[src/rtl/execute_stage_if.sv]
// EX-stage handshake bundle: upstream instruction/operand bus, flag controls, EX/MEM output bus.
// Upstream and downstream both drive through the master side; the execute stage uses the slave side.
interface execute_stage_if #(
   parameter int WIDTH  = 16,
   parameter int DEST_W = 3
);
   logic              inValid;
   logic              inReady;
   logic              aluEn;
   logic [2:0]        func;
   logic [WIDTH-1:0]  readData1;
   logic [WIDTH-1:0]  readData2;
   logic [DEST_W-1:0] destIn;
   logic              flagWrEn;
   logic              flagSetC;
   logic              flagClrC;
   logic              flagRestore;
   logic [2:0]        flagRestoreVal;
   logic              outValid;
   logic              outReady;
   logic [WIDTH-1:0]  aluResult;
   logic [DEST_W-1:0] destOut;
   logic [2:0]        flag;

   modport master (
      output inValid, aluEn, func, readData1, readData2, destIn,
             flagWrEn, flagSetC, flagClrC, flagRestore, flagRestoreVal, outReady,
      input  inReady, outValid, aluResult, destOut, flag
   );

   modport slave (
      input  inValid, aluEn, func, readData1, readData2, destIn,
             flagWrEn, flagSetC, flagClrC, flagRestore, flagRestoreVal, outReady,
      output inReady, outValid, aluResult, destOut, flag
   );
endinterface

[src/rtl/execute_stage.sv]
// Registered execute stage: ALU, {C,N,Z} flag register and valid/ready EX/MEM output.
// Define EXECUTE_MUL_EN to turn func 111 from INC into a WIDTH-cycle shift-add multiply.
module execute_stage #(
   parameter int WIDTH   = 16,
   parameter int DEST_W  = 3,
   parameter int SHAMT_W = 4
) (
   input logic            clk,
   input logic            rst_n,
   execute_stage_if.slave ex
);
   // state | meaning
   // IDLE  | accepting instructions (the only state without EXECUTE_MUL_EN)
   // MUL   | shift-add iterations, one multiplier bit per cycle
   // DONE  | product ready, loaded once the output register is free
`ifdef EXECUTE_MUL_EN
   typedef enum logic [1:0] {IDLE, MUL, DONE} state_t;
   localparam int CNT_W = (WIDTH > 1) ? $clog2(WIDTH) : 1;
`else
   typedef enum logic [0:0] {IDLE} state_t;
`endif

   state_t            state_q, state_d;
   logic              in_ready, accept, is_mul;
   logic              out_valid_q, out_valid_d;
   logic [WIDTH-1:0]  alu_result_q, alu_result_d;
   logic [DEST_W-1:0] dest_q, dest_d;
   logic [2:0]        flag_q, flag_d;
   logic [WIDTH-1:0]  alu_res;
   logic [WIDTH:0]    sum;
   logic [2*WIDTH-1:0] shl_ext;
   logic [SHAMT_W-1:0] shamt;
   logic              c_new, c_valid;

`ifdef EXECUTE_MUL_EN
   logic                 mul_finish;
   logic [CNT_W-1:0]     cnt_q, cnt_d;
   logic [2*WIDTH-1:0]   mul_acc_q, mul_acc_d, mul_mcand_q, mul_mcand_d;
   logic [WIDTH-1:0]     mul_mplier_q, mul_mplier_d;
   logic [DEST_W-1:0]    mul_dest_q, mul_dest_d;
   logic [3:0]           mul_ctl_q, mul_ctl_d;
   logic [2:0]           mul_rv_q, mul_rv_d;
`endif

   function automatic logic [2:0] next_flags(input logic [2:0] cur, input logic [WIDTH-1:0] res,
                                             input logic c_in, c_ok, wr, setc, clrc, rest,
                                             input logic [2:0] rv);
      logic [2:0] f;
      f = cur;
      if (rest) begin
         f = rv;
      end else begin
         if (wr) begin
            f[0] = (res == '0);
            f[1] = res[WIDTH-1];
            if (c_ok) f[2] = c_in;
         end
         if (clrc)      f[2] = 1'b0;
         else if (setc) f[2] = 1'b1;
      end
      return f;
   endfunction

   always_ff @(posedge clk or negedge rst_n) begin
      if (!rst_n) state_q <= IDLE;
      else        state_q <= state_d;
   end

   always_comb begin
      state_d = state_q;
`ifdef EXECUTE_MUL_EN
      unique case (state_q)
         IDLE:    if (accept && is_mul) state_d = MUL;
         MUL:     if (cnt_q == '0) state_d = DONE;
         DONE:    if (mul_finish) state_d = IDLE;
         default: state_d = IDLE;
      endcase
`endif
   end

   always_comb begin
      in_ready = (state_q == IDLE) && (!out_valid_q || ex.outReady);
`ifdef EXECUTE_MUL_EN
      // a finished product waits in DONE rather than overwrite an undrained result
      mul_finish = (state_q == DONE) && (!out_valid_q || ex.outReady);
`endif
   end

`ifdef EXECUTE_MUL_EN
   assign is_mul = ex.aluEn && (ex.func == 3'b111);
`else
   assign is_mul = 1'b0;
`endif
   assign accept = ex.inValid && in_ready;

   always_comb begin
      alu_res = ex.readData2;
      sum     = '0;
      shl_ext = '0;
      shamt   = ex.readData2[SHAMT_W-1:0];
      c_new   = 1'b0;
      c_valid = 1'b0;
      if (ex.aluEn) begin
         unique case (ex.func)
            3'b000: alu_res = ex.readData1;
            3'b001: alu_res = ~ex.readData1;
            3'b010: begin
               sum = {1'b0, ex.readData1} + {1'b0, ex.readData2};
               alu_res = sum[WIDTH-1:0]; c_new = sum[WIDTH]; c_valid = 1'b1;
            end
            3'b011: begin
               sum = {1'b0, ex.readData1} - {1'b0, ex.readData2};
               alu_res = sum[WIDTH-1:0]; c_new = sum[WIDTH]; c_valid = 1'b1;
            end
            3'b100: alu_res = ex.readData1 & ex.readData2;
            3'b101: alu_res = ex.readData1 | ex.readData2;
            3'b110: begin
               shl_ext = {{WIDTH{1'b0}}, ex.readData1} << shamt;
               alu_res = shl_ext[WIDTH-1:0]; c_new = shl_ext[WIDTH]; c_valid = (shamt != '0);
            end
            default: begin
`ifdef EXECUTE_MUL_EN
               alu_res = '0;
`else
               sum = {1'b0, ex.readData1} + (WIDTH+1)'(1);
               alu_res = sum[WIDTH-1:0]; c_new = sum[WIDTH]; c_valid = 1'b1;
`endif
            end
         endcase
      end
   end

   always_comb begin
      out_valid_d  = out_valid_q;
      alu_result_d = alu_result_q;
      dest_d       = dest_q;
      flag_d       = flag_q;
      if (accept && !is_mul) begin
         out_valid_d  = 1'b1;
         alu_result_d = alu_res;
         dest_d       = ex.destIn;
         flag_d       = next_flags(flag_q, alu_res, c_new, c_valid, ex.flagWrEn && ex.aluEn,
                                   ex.flagSetC, ex.flagClrC, ex.flagRestore, ex.flagRestoreVal);
      end
`ifdef EXECUTE_MUL_EN
      else if (mul_finish) begin
         out_valid_d  = 1'b1;
         alu_result_d = mul_acc_q[WIDTH-1:0];
         dest_d       = mul_dest_q;
         flag_d       = next_flags(flag_q, mul_acc_q[WIDTH-1:0], |mul_acc_q[2*WIDTH-1:WIDTH], 1'b1,
                                   mul_ctl_q[3], mul_ctl_q[2], mul_ctl_q[1], mul_ctl_q[0], mul_rv_q);
      end
`endif
      else if (out_valid_q && ex.outReady) begin
         out_valid_d = 1'b0;
      end
   end

   always_ff @(posedge clk or negedge rst_n) begin
      if (!rst_n) begin
         out_valid_q  <= 1'b0;
         alu_result_q <= '0;
         dest_q       <= '0;
         flag_q       <= 3'b000;
      end else begin
         out_valid_q  <= out_valid_d;
         alu_result_q <= alu_result_d;
         dest_q       <= dest_d;
         flag_q       <= flag_d;
      end
   end

`ifdef EXECUTE_MUL_EN
   always_comb begin
      cnt_d        = cnt_q;
      mul_acc_d    = mul_acc_q;
      mul_mcand_d  = mul_mcand_q;
      mul_mplier_d = mul_mplier_q;
      mul_dest_d   = mul_dest_q;
      mul_ctl_d    = mul_ctl_q;
      mul_rv_d     = mul_rv_q;
      if (accept && is_mul) begin
         cnt_d        = CNT_W'(WIDTH - 1);
         mul_acc_d    = '0;
         mul_mcand_d  = {{WIDTH{1'b0}}, ex.readData1};
         mul_mplier_d = ex.readData2;
         mul_dest_d   = ex.destIn;
         mul_ctl_d    = {ex.flagWrEn, ex.flagSetC, ex.flagClrC, ex.flagRestore};
         mul_rv_d     = ex.flagRestoreVal;
      end else if (state_q == MUL) begin
         if (mul_mplier_q[0]) mul_acc_d = mul_acc_q + mul_mcand_q;
         mul_mcand_d  = mul_mcand_q << 1;
         mul_mplier_d = mul_mplier_q >> 1;
         if (cnt_q != '0) cnt_d = cnt_q - CNT_W'(1);
      end
   end

   always_ff @(posedge clk or negedge rst_n) begin
      if (!rst_n) begin
         cnt_q        <= '0;
         mul_acc_q    <= '0;
         mul_mcand_q  <= '0;
         mul_mplier_q <= '0;
         mul_dest_q   <= '0;
         mul_ctl_q    <= '0;
         mul_rv_q     <= '0;
      end else begin
         cnt_q        <= cnt_d;
         mul_acc_q    <= mul_acc_d;
         mul_mcand_q  <= mul_mcand_d;
         mul_mplier_q <= mul_mplier_d;
         mul_dest_q   <= mul_dest_d;
         mul_ctl_q    <= mul_ctl_d;
         mul_rv_q     <= mul_rv_d;
      end
   end
`endif

   assign ex.inReady   = in_ready;
   assign ex.outValid  = out_valid_q;
   assign ex.aluResult = alu_result_q;
   assign ex.destOut   = dest_q;
   assign ex.flag      = flag_q;
endmodule
[src/flat_wrapper.sv]
// flat-port wrapper written by rule: the top's interface ports become plain ports
module execute_stage_flat 
#(
   parameter int WIDTH   = 16,
   parameter int DEST_W  = 3,
   parameter int SHAMT_W = 4
)
  (clk, rst_n, ex_inValid, ex_aluEn, ex_func, ex_readData1, ex_readData2, ex_destIn, ex_flagWrEn, ex_flagSetC, ex_flagClrC, ex_flagRestore, ex_flagRestoreVal, ex_outReady, ex_inReady, ex_outValid, ex_aluResult, ex_destOut, ex_flag);
  execute_stage_if #(.WIDTH(WIDTH), .DEST_W(DEST_W)) ex_i ();
  input logic clk;
  input logic rst_n;
  input wire logic [$bits(ex_i.inValid)-1:0] ex_inValid;
  input wire logic [$bits(ex_i.aluEn)-1:0] ex_aluEn;
  input wire logic [$bits(ex_i.func)-1:0] ex_func;
  input wire logic [$bits(ex_i.readData1)-1:0] ex_readData1;
  input wire logic [$bits(ex_i.readData2)-1:0] ex_readData2;
  input wire logic [$bits(ex_i.destIn)-1:0] ex_destIn;
  input wire logic [$bits(ex_i.flagWrEn)-1:0] ex_flagWrEn;
  input wire logic [$bits(ex_i.flagSetC)-1:0] ex_flagSetC;
  input wire logic [$bits(ex_i.flagClrC)-1:0] ex_flagClrC;
  input wire logic [$bits(ex_i.flagRestore)-1:0] ex_flagRestore;
  input wire logic [$bits(ex_i.flagRestoreVal)-1:0] ex_flagRestoreVal;
  input wire logic [$bits(ex_i.outReady)-1:0] ex_outReady;
  output wire logic [$bits(ex_i.inReady)-1:0] ex_inReady;
  output wire logic [$bits(ex_i.outValid)-1:0] ex_outValid;
  output wire logic [$bits(ex_i.aluResult)-1:0] ex_aluResult;
  output wire logic [$bits(ex_i.destOut)-1:0] ex_destOut;
  output wire logic [$bits(ex_i.flag)-1:0] ex_flag;
  assign ex_i.inValid = ex_inValid;
  assign ex_i.aluEn = ex_aluEn;
  assign ex_i.func = ex_func;
  assign ex_i.readData1 = ex_readData1;
  assign ex_i.readData2 = ex_readData2;
  assign ex_i.destIn = ex_destIn;
  assign ex_i.flagWrEn = ex_flagWrEn;
  assign ex_i.flagSetC = ex_flagSetC;
  assign ex_i.flagClrC = ex_flagClrC;
  assign ex_i.flagRestore = ex_flagRestore;
  assign ex_i.flagRestoreVal = ex_flagRestoreVal;
  assign ex_i.outReady = ex_outReady;
  assign ex_inReady = ex_i.inReady;
  assign ex_outValid = ex_i.outValid;
  assign ex_aluResult = ex_i.aluResult;
  assign ex_destOut = ex_i.destOut;
  assign ex_flag = ex_i.flag;
  execute_stage #(.WIDTH(WIDTH), .DEST_W(DEST_W), .SHAMT_W(SHAMT_W)) u_core (.clk(clk), .rst_n(rst_n), .ex(ex_i));
endmodule
[config.mk]
export PLATFORM = sky130hd
export DESIGN_NAME = execute_stage_flat
export DESIGN_NICKNAME = d
export VERILOG_FILES = /design/src/rtl/execute_stage_if.sv /design/src/rtl/execute_stage.sv /design/src/flat_wrapper.sv
export SDC_FILE = /design/constraint.sdc
export NUM_CORES = 1
export LEC_CHECK = 0
export CAP_MARGIN = 40
export CORE_MARGIN = 2
export CORE_UTILIZATION = 55
export DETAILED_ROUTE_END_ITERATION = 16
export HOLD_SLACK_MARGIN = 0.15
export PLACE_DENSITY = 0.83
export SKIP_CTS_REPAIR_TIMING = 1
export SLEW_MARGIN = 20
export SYNTH_ARGS = -nofsm -noshare
export SYNTH_HDL_FRONTEND = slang
export SYNTH_SLANG_ARGS = --single-unit
[constraint.sdc]
create_clock -name clk -period 2.2 [get_ports clk]
set_clock_uncertainty 0.15 [all_clocks]
set_input_delay 0.33 -clock clk [delete_from_list [all_inputs] [get_ports clk]]
set_output_delay 0.33 -clock clk [all_outputs]
set_load 0.05 [all_outputs]
==> results of run 1 <==
[Yosys cell counts, types with 9 or more instances]
| cell | number |
|---|---|
| a211oi_1 | 10 |
| a21oi_1 | 42 |
| clkbuf_1 | 27 |
| dfrtp_1 | 23 |
| ha_1 | 53 |
| inv_1 | 48 |
| mux2_2 | 13 |
| mux2i_1 | 34 |
| nand2_1 | 68 |
| nand2b_1 | 10 |
| nand3_1 | 12 |
| nor2_1 | 57 |
| nor2b_1 | 14 |
| nor3_1 | 29 |
| nor4_1 | 9 |
| o21ai_0 | 49 |
| o221ai_1 | 13 |
| o31ai_1 | 13 |
| xnor2_1 | 19 |
[cells by family after synthesis]
family                     count (synthesis)  share of synthesized area (%)
and+or+nand+nor                          241                           22.2
adders and majority gates                 55                           12.9
xor gates and xnor gates                  23                           3.84
AOI/OAI and AO/OA                        223                           28.5
buffers and inverters                    102                           10.0
muxes                                     54                           11.9
DFF                                       23                           10.6
[through the flow]
step                hold slack, ns  cells  setup TNS, ns
CTS                          0.319   1127         -15.14
detailed placement           0.320   1123         -20.34
global placement             0.309   1123         -17.84
floorplan                   -0.116    721          -2.91
==> flow_summary_export.csv, run 1 <==
group,metric,value,unit
logic_synthesis,async_reset_ff_share,100,%
status,status,"stopped before the end",
floorplan,start_util,56.1,%
placement,postPlaceCellArea,8170,um2
logic_synthesis,syn-instance-count,721,
logic_synthesis,avgSynthCellArea,7.54,um2
floorplan,pin_count,74,
logic_synthesis,ys.warnings.count,0,
status,lastStage,"global routing",
cts,cts.htree.levels,1,
logic_synthesis,synth_cell_types,81,
status,firstError,"[ERROR DPL-0038] Utilization greater than 100%, impossible to legalize",
logic_synthesis,syn_nets,826,
floorplan,fp.dieH,103,um
cts,clockRootBuffer,"clkbuf_8",
logic_synthesis,yosysTopAreaCellShare,12.2,%
logic_synthesis,synth_top_cell_by_area,"ha_1",
placement,gp_congestion,1.18,
timing,crit_endpoint,"u_core.ex.flag[0]$_DFFE_PN0P_/D",
cts,cts_buffers,3,
placement,dpl.hpwl,21100,um
cts,clock_sink_count,23,
timing,endpoint_type,"register input",
cts,clock_path_buffers,2,
logic_synthesis,synth_edf_count,0,
grt,grt_start_max_net_pins,35,
logic_synthesis,synth_ff_type,"dfrtp_1",
logic_synthesis,synth_seq_area_share,10.6,%
logic_synthesis,ys_ff_latch,23,
placement,port_buffers,73,
logic_synthesis,syn_area,5440,um2
floorplan,die_w,103,um
placement,place_ws,-1.55,ns
floorplan,rows,36,
logic_synthesis,yosys-top-cells-area,"ha_1 (12%), dfrtp_1 (11%), mux2i_1 (6.3%)",
==> run 2, diff against run 1 <==
- CORE_UTILIZATION: 55 -> 40
- HOLD_SLACK_MARGIN: 0.15 -> unset
- PLACE_DENSITY: 0.83 -> unset
- PLACE_DENSITY_LB_ADDON: unset -> 0.15
==> run 2 against run 1 <==
The flow now finishes, with violations (setup timing). Area after synthesis unchanged. Synthesized cell count unchanged.
==> flow_summary_export.csv, run 2 <==
group,metric,value,unit
worst_setup_path,cp.required,2.25,ns
pwr,p_leak,0.00441,uW
logic_synthesis,syn_area,5440,um2
timing,setup-violations-final,14,
route,drt_wl_total,27400,um
grt,grt_pass1_wl,38100,um
layout,stdcell_count,1250,
pwr,ir_drop,0.224,mV
route,ant_nets,0,
floorplan,start_util,41.1,%
timing,max_slew_margin,61.2,%
layout,final_cell_mix,"buf_4 (276), nand2_1 (64), nor2_1 (53), buf_6 (46), clkdlybuf4s50_1 (38)",
job,timing.max_cap.violations,0,
timing,setup_slack,-0.608,ns
logic_synthesis,async_reset_ff_share,100,%
logic_synthesis,synth-xor-area-share,3.84,%
logic_synthesis,synth_edf_count,0,
worst_setup_path,critPathLaunchType,"input port",
floorplan,rows,42,
grt,track_usage,33.9,%
layout,n_fill_cell,976,
pwr,p_total,3680,uW
cts,cts_buffers,3,
cts,clock_path_buffers,2,
worst_setup_path,worstPathMaxFanout,3,
logic_synthesis,synth_fa_ha_area_share,12.9,%
layout,nets,1180,
logic_synthesis,ys.warnings.count,0,
logic_synthesis,synth_compound_area_share,28.5,%
grt,grt_pass1_vias,6956,
floorplan,core_area,13200,um2
timing,rsz0062_at_grt,"yes",
logic_synthesis,yosysTopAreaCellShare,12.2,%
layout,area_growth_syn_to_layout,85.4,%
logic_synthesis,synthSimpleGateAreaFrac,22.2,%
logic_synthesis,synth_seq_area_share,10.6,%
worst_setup_path,rrSetupSlack,0.42,ns
floorplan,fp.dieH,121,um
logic_synthesis,synth_ff_type,"dfrtp_1",
logic_synthesis,synthMuxAreaShare,11.9,%
grt,overflow,0,
placement,place_ws,-1.53,ns
worst_hold_path,min_path_type,"input port to async pin",
logic_synthesis,yosys-top-cells-area,"ha_1 (12%), dfrtp_1 (11%), mux2i_1 (6.3%)",
route,drt_iter0_drc,624,
cts,cts_tree,"built",
logic_synthesis,synth_cell_types,81,
worst_setup_path,arrival,2.86,ns
logic_synthesis,avgSynthCellArea,7.54,um2
placement,dpl.hpwl,21000,um
layout,largest_reg_flops,16,
timing,min_period,2.81,ns
floorplan,die_area,14500,um2
cts,clockRootBuffer,"clkbuf_16",
timing,fin_crit_sh,128,%
route,wl_per_cell,21.9,um
logic_synthesis,synth_top_family_by_area,"compound AO/OA/AOI/OAI gates",
timing,worst_pin_slew,0.568,ns
layout,post_route_cells_drive_above_1_share,53.3,%
status,status,"finished with violations",
pwr,p_per_area,366,nW/um2
route,via_count,7459,
logic_synthesis,syn-instance-count,721,
timing,hold_viol,0,
layout,layout_commonest_cell,"buf_4",
placement,gp_congestion,1.15,
worst_setup_path,worstSetupPathType,"input port to flop",
layout,num_antenna_cells,0,
placement,place_inst,1189,
route,drtPass1Iterations,5,
cts,clk_pin_slew,0.05,ns
logic_synthesis,yosys-top-cells-count,"nand2_1 (68), nor2_1 (57), ha_1 (53)",
timing,whs,0.276,ns
layout,final_core_util,76.1,%
cts,clock_latency,0.26,ns
logic_synthesis,synth_most_common_cell,"nand2_1",
logic_synthesis,syn_nets,826,
floorplan,pin_count,74,
floorplan,die_w,121,um
timing,clock.fmax,0.356,GHz
worst_setup_path,end_kind,"flop",
route,vias_per_cell,5.97,
route,drcViolationCount,0,
logic_synthesis,ys_ff_latch,23,
grt,antenna_found_initial,0,
cts,cts.htree.levels,1,
cts,clock_sink_count,23,
status,violations,"setup timing",
logic_synthesis,synth_top_cell_by_area,"ha_1",
placement,port_buffers,73,
timing,drv_slew,0,
grt,grt_start_max_net_pins,24,
run 2: power by group:
group          internal, uW  switching (uW)
registers               492            38.1
logic                  1310            1460
clock network           247             142
total                  2050            1640
run 2: worst paths after layout:
path | cells past startpoint | end | start
min in group clk | 2 | u_core.ex.aluResult[2]$_DFFE_PN0P_ | u_core.ex.aluResult[2]$_DFFE_PN0P_
hold / removal | 2 | u_core.ex.aluResult[0]$_DFFE_PN0P_ | rst_n
setup / recovery | 14 | u_core.ex.flag[0]$_DFFE_PN0P_ | ex_readData1[0]
hold reg to reg | 2 | u_core.ex.aluResult[2]$_DFFE_PN0P_ | u_core.ex.aluResult[2]$_DFFE_PN0P_
max in group asynchronous | 2 | u_core.ex.flag[2]$_DFFE_PN0P_ | rst_n
setup reg to reg | 7 | u_core.ex.flag[0]$_DFFE_PN0P_ | u_core.ex.outValid$_DFFE_PN0P_
run 2: per-layer routing:
layer / up-vias / wire length [um] / track usage (%)
met5: - / 0 / 0
met3: 95 / 2420 / 4.62
met1: 3548 / 11000 / 45.9
li1: 3372 / - / -
met4: 0 / 1160 / 11.6
met2: 444 / 12800 / 55.4
run 2: final cells by class:
type	count	area, um2	area share, %
clock buffer	4	78.8	0.782
multi-input combinational	596	5440	54.0
tap	176	220	2.18
timing repair buffer	400	3510	34.8
inverter	51	254	2.52
sequential	23	576	5.71
run 2: through the flow:
step	setup TNS, ns	area, um2
6_report	-4.31	10100
5_1_grt	-5.38	10100
4_1_cts	-15.31	8480
3_5_place_dp	-20.28	8410
3_3_place_gp	-19.64	8400
2_1_floorplan	-2.91	5840
run 2: kinds of logic after synthesis:
| kind of cell | count (synthesis) |
|---|---|
| AOI/OAI and AO/OA | 223 |
| adders and majority gates | 55 |
| DFF | 23 |
| muxes | 54 |
| and+or+nand+nor | 241 |
| xor gates and xnor gates | 23 |
| buffers and inverters | 102 |
run 2: worst max-delay path, stage by stage:
cell	delay, ns
buf_8	0.10
clkinv_4	0.04
ha_4	0.12
inv_2	0.03
fa_2	0.36
xnor2_1	0.16
o211ai_1	0.23
o2111ai_2	0.18
o31ai_4	0.34
and3_1	0.22
o2111ai_1	0.20
nor4_1	0.28
nand4_1	0.15
nand2_1	0.09
(Power assumes the default switching activity.)
==> run 3, diff against run 2 <==
- SETUP_SLACK_MARGIN: unset -> 0.5
==> run 3 against run 2 <==
The run still ends with setup timing left. Total power increased by 1.9%. Clock power decreased by 1%. Die area unchanged. Critical path type unchanged. Critical endpoint unchanged. Largest power group unchanged.
==> flow_summary_export.csv, run 3 (synthesized netlist as in run 2, its figures left out) <==
group,metric,value,unit
status,status,"finished with violations",
status,violations,"setup timing",
floorplan,die_w,121,um
route,drcViolationCount,0,
timing,min_period,2.76,ns
route,vias_per_cell,5.91,
timing,setup_slack,-0.561,ns
worst_setup_path,worstSetupPathType,"input port to flop",
worst_setup_path,startpoint,"ex_readData1[0]",
cts,clockRootBuffer,"clkbuf_16",
pwr,p_int,2080,uW
layout,largest_reg_flops,16,
placement,place_ws,-1.42,ns
grt,overflow,0,
layout,n_fill_cell,985,
worst_hold_path,min_path_type,"input port to async pin",
worst_setup_path,end_kind,"flop",
pwr,power.switching,1670,uW
timing,drv_slew,0,
timing,clock.fmax,0.362,GHz
route,ant_nets,0,
cts,clock_path_buffers,2,
route,via_count,7415,
layout,nets,1185,
grt,antenna_found_initial,0,
route,drtPass1Iterations,5,
cts,cts.htree.levels,1,
floorplan,core_area,13200,um2
worst_setup_path,cp.required,2.18,ns
placement,port_buffers,73,
pwr,p_leak,0.00475,uW
pwr,swShare,44.6,%
layout,final_cell_mix,"buf_4 (284), nand2_1 (64), nor2_1 (52), buf_6 (48), dlymetal6s2s_1 (33)",
floorplan,fp.dieH,121,um
grt,grt_pass1_vias,7069,
pwr,seqPwrFrac,14.1,%
worst_setup_path,timing.rr.start,"u_core.ex.outValid$_DFFE_PN0P_",
cts,clock_latency,0.25,ns
timing,fin_crit_sh,126,%
layout,post_route_cells_drive_above_1_share,55.5,%
worst_setup_path,r2r_end,"u_core.ex.flag[0]$_DFFE_PN0P_",
layout,area_growth_syn_to_layout,89.7,%
floorplan,start_util,41.1,%
grt,track_usage,34.7,%
pwr,clock_power_share,10.2,%
cts,cts_tree,"built",
layout,layout_commonest_cell,"buf_4",
timing,hold_viol,0,
grt,grt_start_max_net_pins,24,
route,drt_wl_total,27500,um
route,drt_iter0_drc,422,
floorplan,rows,42,
pwr,ir_drop,0.250,mV
worst_setup_path,critPathLaunchType,"input port",
cts,clock_sink_count,23,
floorplan,die_area,14500,um2
timing,max_slew_margin,64.6,%
pwr,p_per_area,364,nW/um2
timing,rsz0062_at_grt,"yes",
worst_setup_path,worstPathMaxFanout,3,
pwr,comb_power_share,75.7,%
layout,num_antenna_cells,0,
placement,gp_congestion,1.01,
floorplan,pin_count,74,
job,timing.max_cap.violations,0,
timing,worst_pin_slew,0.530,ns
pwr,p_total,3750,uW
worst_setup_path,endpoint,"u_core.ex.flag[0]$_DFFE_PN0P_",
worst_setup_path,rr_worst_depth,7,
placement,dpl.hpwl,21600,um
timing,setup-violations-final,15,
route,wl_per_cell,21.9,um
worst_setup_path,arrival,2.75,ns
worst_setup_path,rrSetupSlack,0.47,ns
grt,grt_pass1_wl,39300,um
cts,clk_pin_slew,0.06,ns
cts,cts_buffers,3,
==> run 3: worst max-delay path: stages <==
cell,delay (ns)
buf_8,0.11
clkinv_4,0.05
ha_4,0.13
inv_2,0.03
fa_2,0.36
nor2b_4,0.16
o221ai_4,0.24
buf_6,0.15
buf_6,0.08
a211oi_2,0.06
or3_1,0.35
a21o_2,0.20
a31o_4,0.22
o2111a_1,0.11
nand4_1,0.10
nand2_1,0.06
==> run 3: routing by layer <==
metal	GRT usage, %	vias to the layer above	part of all wire (%)
li1	-	3390	-
met1	46.1	3582	41
met2	57.9	350	47
met3	5.94	93	7.7
met4	9.74	0	4.3
met5	0	-	0
==> run 3: layout make-up <==
cell class,count,area (um2),area share (%)
timing repair buffer,405,3560,34.5
tap,176,220,2.13
clock buffer,4,78.8,0.764
multi-input combinational,596,5620,54.5
sequential,23,577,5.59
inverter,51,259,2.51
==> run 3: worst min-delay path by stage <==
| stage | start | to | slack (ns) | cells after the start |
|---|---|---|---|---|
| 4_1_cts | rst_n | u_core.ex.aluResult[2]$_DFFE_PN0P_ | 0.29 | 2 |
| 6_report | rst_n | u_core.ex.aluResult[6]$_DFFE_PN0P_ | 0.28 | 2 |
| 5_1_grt | rst_n | u_core.ex.aluResult[6]$_DFFE_PN0P_ | 0.32 | 2 |
| 2_1_floorplan | rst_n | u_core.ex.aluResult[0]$_DFFE_PN0P_ | -0.12 | 0 |
| 3_3_place_gp | u_core.ex.destOut[0]$_DFFE_PN0P_ | u_core.ex.destOut[0]$_DFFE_PN0P_ | 0.31 | 2 |
| 3_5_place_dp | u_core.ex.aluResult[4]$_DFFE_PN0P_ | u_core.ex.aluResult[4]$_DFFE_PN0P_ | 0.32 | 2 |
==> run 3: power groups by stage <==
stage	logic, uW	registers, uW	clock network, uW
finish	2840	529	384
global route	2970	537	405
CTS	2300	532	383
detailed placement	2280	539	0
global placement	2250	533	0
floorplan	1010	776	0
==> run 3: metrics by stage <==
step / hold slack (ns) / TNS (ns) / instance area (um2) / utilization [%] / cells
floorplan: -0.116 / -2.90 / 5930 / - / 721
global placement: 0.308 / -18.77 / 8580 / 64.8 / 1204
detailed placement: 0.321 / -19.69 / 8580 / 64.8 / 1204
CTS: 0.291 / -14.79 / 8660 / 65.4 / 1208
global route: 0.316 / -5.13 / 10300 / 77.9 / 1255
finish: 0.284 / -4.08 / 10300 / 77.9 / 1255
==> run 4, diff against run 3 <==
- clock period: 2.2 -> 3.3 ns (I/O delays scaled with it)
==> run 4 against run 3 <==
The run now ends clean. Sequential share of layout area grew 0.53 points. Critical path depth unchanged. Total power decreased by 38%. Core utilization fell by 6.9 points. Register-to-register slack better by 0.86 ns. Clock power shrank 33%. Wire length is 8.5% lower. Sequential cell count did not move. First-iteration DRC count is 99% higher. Critical path type unchanged.
==> flow_summary_export.csv, run 4 (synthesized netlist as in run 2, its figures left out) <==
group,metric,value,unit
timing,setup_slack,0.337,ns
layout,final_cell_mix,"buf_4 (263), nand2_1 (67), nor2_1 (55), clkdlybuf4s50_1 (43), a21oi_1 (35)",
layout,layout_commonest_cell,"buf_4",
cts,clockRootBuffer,"clkbuf_16",
route,drt_wl_total,25100,um
timing,setup-violations-final,0,
cts,clock_latency,0.25,ns
cts,clock_path_buffers,2,
placement,dpl.hpwl,19700,um
layout,area_growth_syn_to_layout,72.9,%
worst_setup_path,critPathLaunchType,"input port",
floorplan,pin_count,74,
worst_setup_path,cpMaxStageDelayCell,"a221o_2",
timing,hold_viol,0,
cts,cts.htree.levels,1,
worst_setup_path,path_buf_inv,5,
status,status,"complete, no violations",
job,timing.max_cap.violations,0,
route,drtPass1Iterations,5,
layout,largest_reg_flops,16,
floorplan,start_util,41.1,%
timing,min_period,2.96,ns
grt,overflow,0,
pwr,p_leak,0.00418,uW
timing,clock.fmax,0.338,GHz
cts,clk_pin_slew,0.06,ns
worst_setup_path,cp_cell_sequence,"buf_8 > inv_4 > ha_4 > inv_2 > fa_2 > nor2b_4 > o221ai_4 > buf_6 > a211oi_4 > buf_6 > nor3_4 > xnor2_1 > a221o_2 > o21ai_4 > nand4_1 > nand2_1",
layout,nets,1150,
layout,stdcell_count,1220,
route,wl_per_cell,20.6,um
grt,track_usage,32.0,%
cts,cts_buffers,3,
floorplan,rows,42,
grt,grt_start_max_net_pins,27,
worst_setup_path,crit_family,"compound AO/OA/AOI/OAI gates",
route,ant_nets,0,
worst_setup_path,cp.required,3.34,ns
timing,fin_crit_sh,89.8,%
placement,place_ws,-0.803,ns
placement,gp_congestion,0.957,
placement,place_inst,1178,
route,vias_per_cell,5.83,
placement,postPlaceCellArea,8150,um2
worst_setup_path,end_kind,"flop",
timing,drv_slew,0,
cts,cts_tree,"built",
pwr,p_per_area,246,nW/um2
timing,max_slew_margin,63.0,%
timing,worst_pin_slew,0.553,ns
floorplan,core_area,13200,um2
floorplan,die_area,14500,um2
layout,n_fill_cell,1066,
route,drcViolationCount,0,
worst_setup_path,cp_slowest_stage_delay,0.39,ns
worst_hold_path,min_path_type,"flop to flop",
timing,rsz0062_at_grt,"yes",
worst_setup_path,worstSetupPathType,"input port to flop",
floorplan,die_w,121,um
layout,num_antenna_cells,0,
placement,port_buffers,73,
worst_setup_path,worstPathMaxFanout,3,
grt,grt_pass1_vias,6787,
layout,fin_area,9400,um2
pwr,ir_drop,0.179,mV
worst_setup_path,arrival,3.01,ns
route,via_count,7117,
pwr,p_total,2310,uW
grt,antenna_found_initial,0,
cts,clock_sink_count,23,
grt,grt_pass1_wl,36500,um
floorplan,fp.dieH,121,um
layout,post_route_cells_drive_above_1_share,47.6,%
worst_setup_path,crit_top_cell,"buf_6",
route,drt_iter0_drc,840,
-- run 4: cell count changes in the layout (fill, tap and decap cells not counted), sizes merged --
cell	change
dlymetal6s2s	-27
clkdlybuf4s50	+26
clkbuf	+3
inv	+1
buf	-38
-- run 4: final timing paths --
kind	startpoint	endpoint	slack (ns)	cells past startpoint
worst min register to register	u_core.ex.aluResult[11]$_DFFE_PN0P_	u_core.ex.aluResult[11]$_DFFE_PN0P_	0.33	2
min in group asynchronous	rst_n	u_core.ex.destOut[0]$_DFFE_PN0P_	0.35	1
max in group asynchronous	rst_n	u_core.ex.aluResult[6]$_DFFE_PN0P_	2.22	2
worst max-delay path	ex_readData1[0]	u_core.ex.flag[0]$_DFFE_PN0P_	0.34	16
worst max register to register	u_core.ex.outValid$_DFFE_PN0P_	u_core.ex.flag[0]$_DFFE_PN0P_	1.33	7
worst min-delay path	u_core.ex.aluResult[11]$_DFFE_PN0P_	u_core.ex.aluResult[11]$_DFFE_PN0P_	0.33	2
-- run 4: power breakdown --
group	switching [uW]	total (uW)	internal, uW
Clock	94.4	257	163
Combinational	907	1700	798
Sequential	24.5	352	328
Total	1030	2310	1290
-- run 4: worst min-delay path: cells and delay by family (launching register included) --
| family | cells | cell delay [ns] |
|---|---|---|
| flops | 1 | 0.34 |
| simple gates | 2 | 0.10 |
-- run 4: cell type report --
cell class | count | area [um2] | share of cell area [%]
clock inverter | 1 | 5.00 | 0.0532
inverter | 51 | 224 | 2.38
tap | 176 | 220 | 2.34
multi-input combinational | 596 | 5180 | 55.1
sequential | 23 | 576 | 6.12
clock buffer | 3 | 75.1 | 0.798
timing repair buffer | 370 | 3120 | 33.2
-- run 4: metal layers --
metal | track usage, % | vias to the layer above | routed length, um | part of all wire [%]
met2 | 54.2 | 310 | 12200 | 48
met5 | 0 | - | 0 | 0
li1 | - | 3300 | - | -
met4 | 8.14 | 0 | 607 | 2.4
met1 | 44.2 | 3462 | 10800 | 43
met3 | 2.26 | 45 | 1540 | 6.1
-- run 4: per-stage QoR --
step	setup TNS (ns)	util, %	hold WS, ns
4_1_cts	-2.12	62.2	0.333
6_report	0	71.0	0.328
5_1_grt	0	71.0	0.357
2_1_floorplan	0	-	0.0494
3_3_place_gp	-4.65	61.5	0.306
3_5_place_dp	-5.39	61.6	0.317
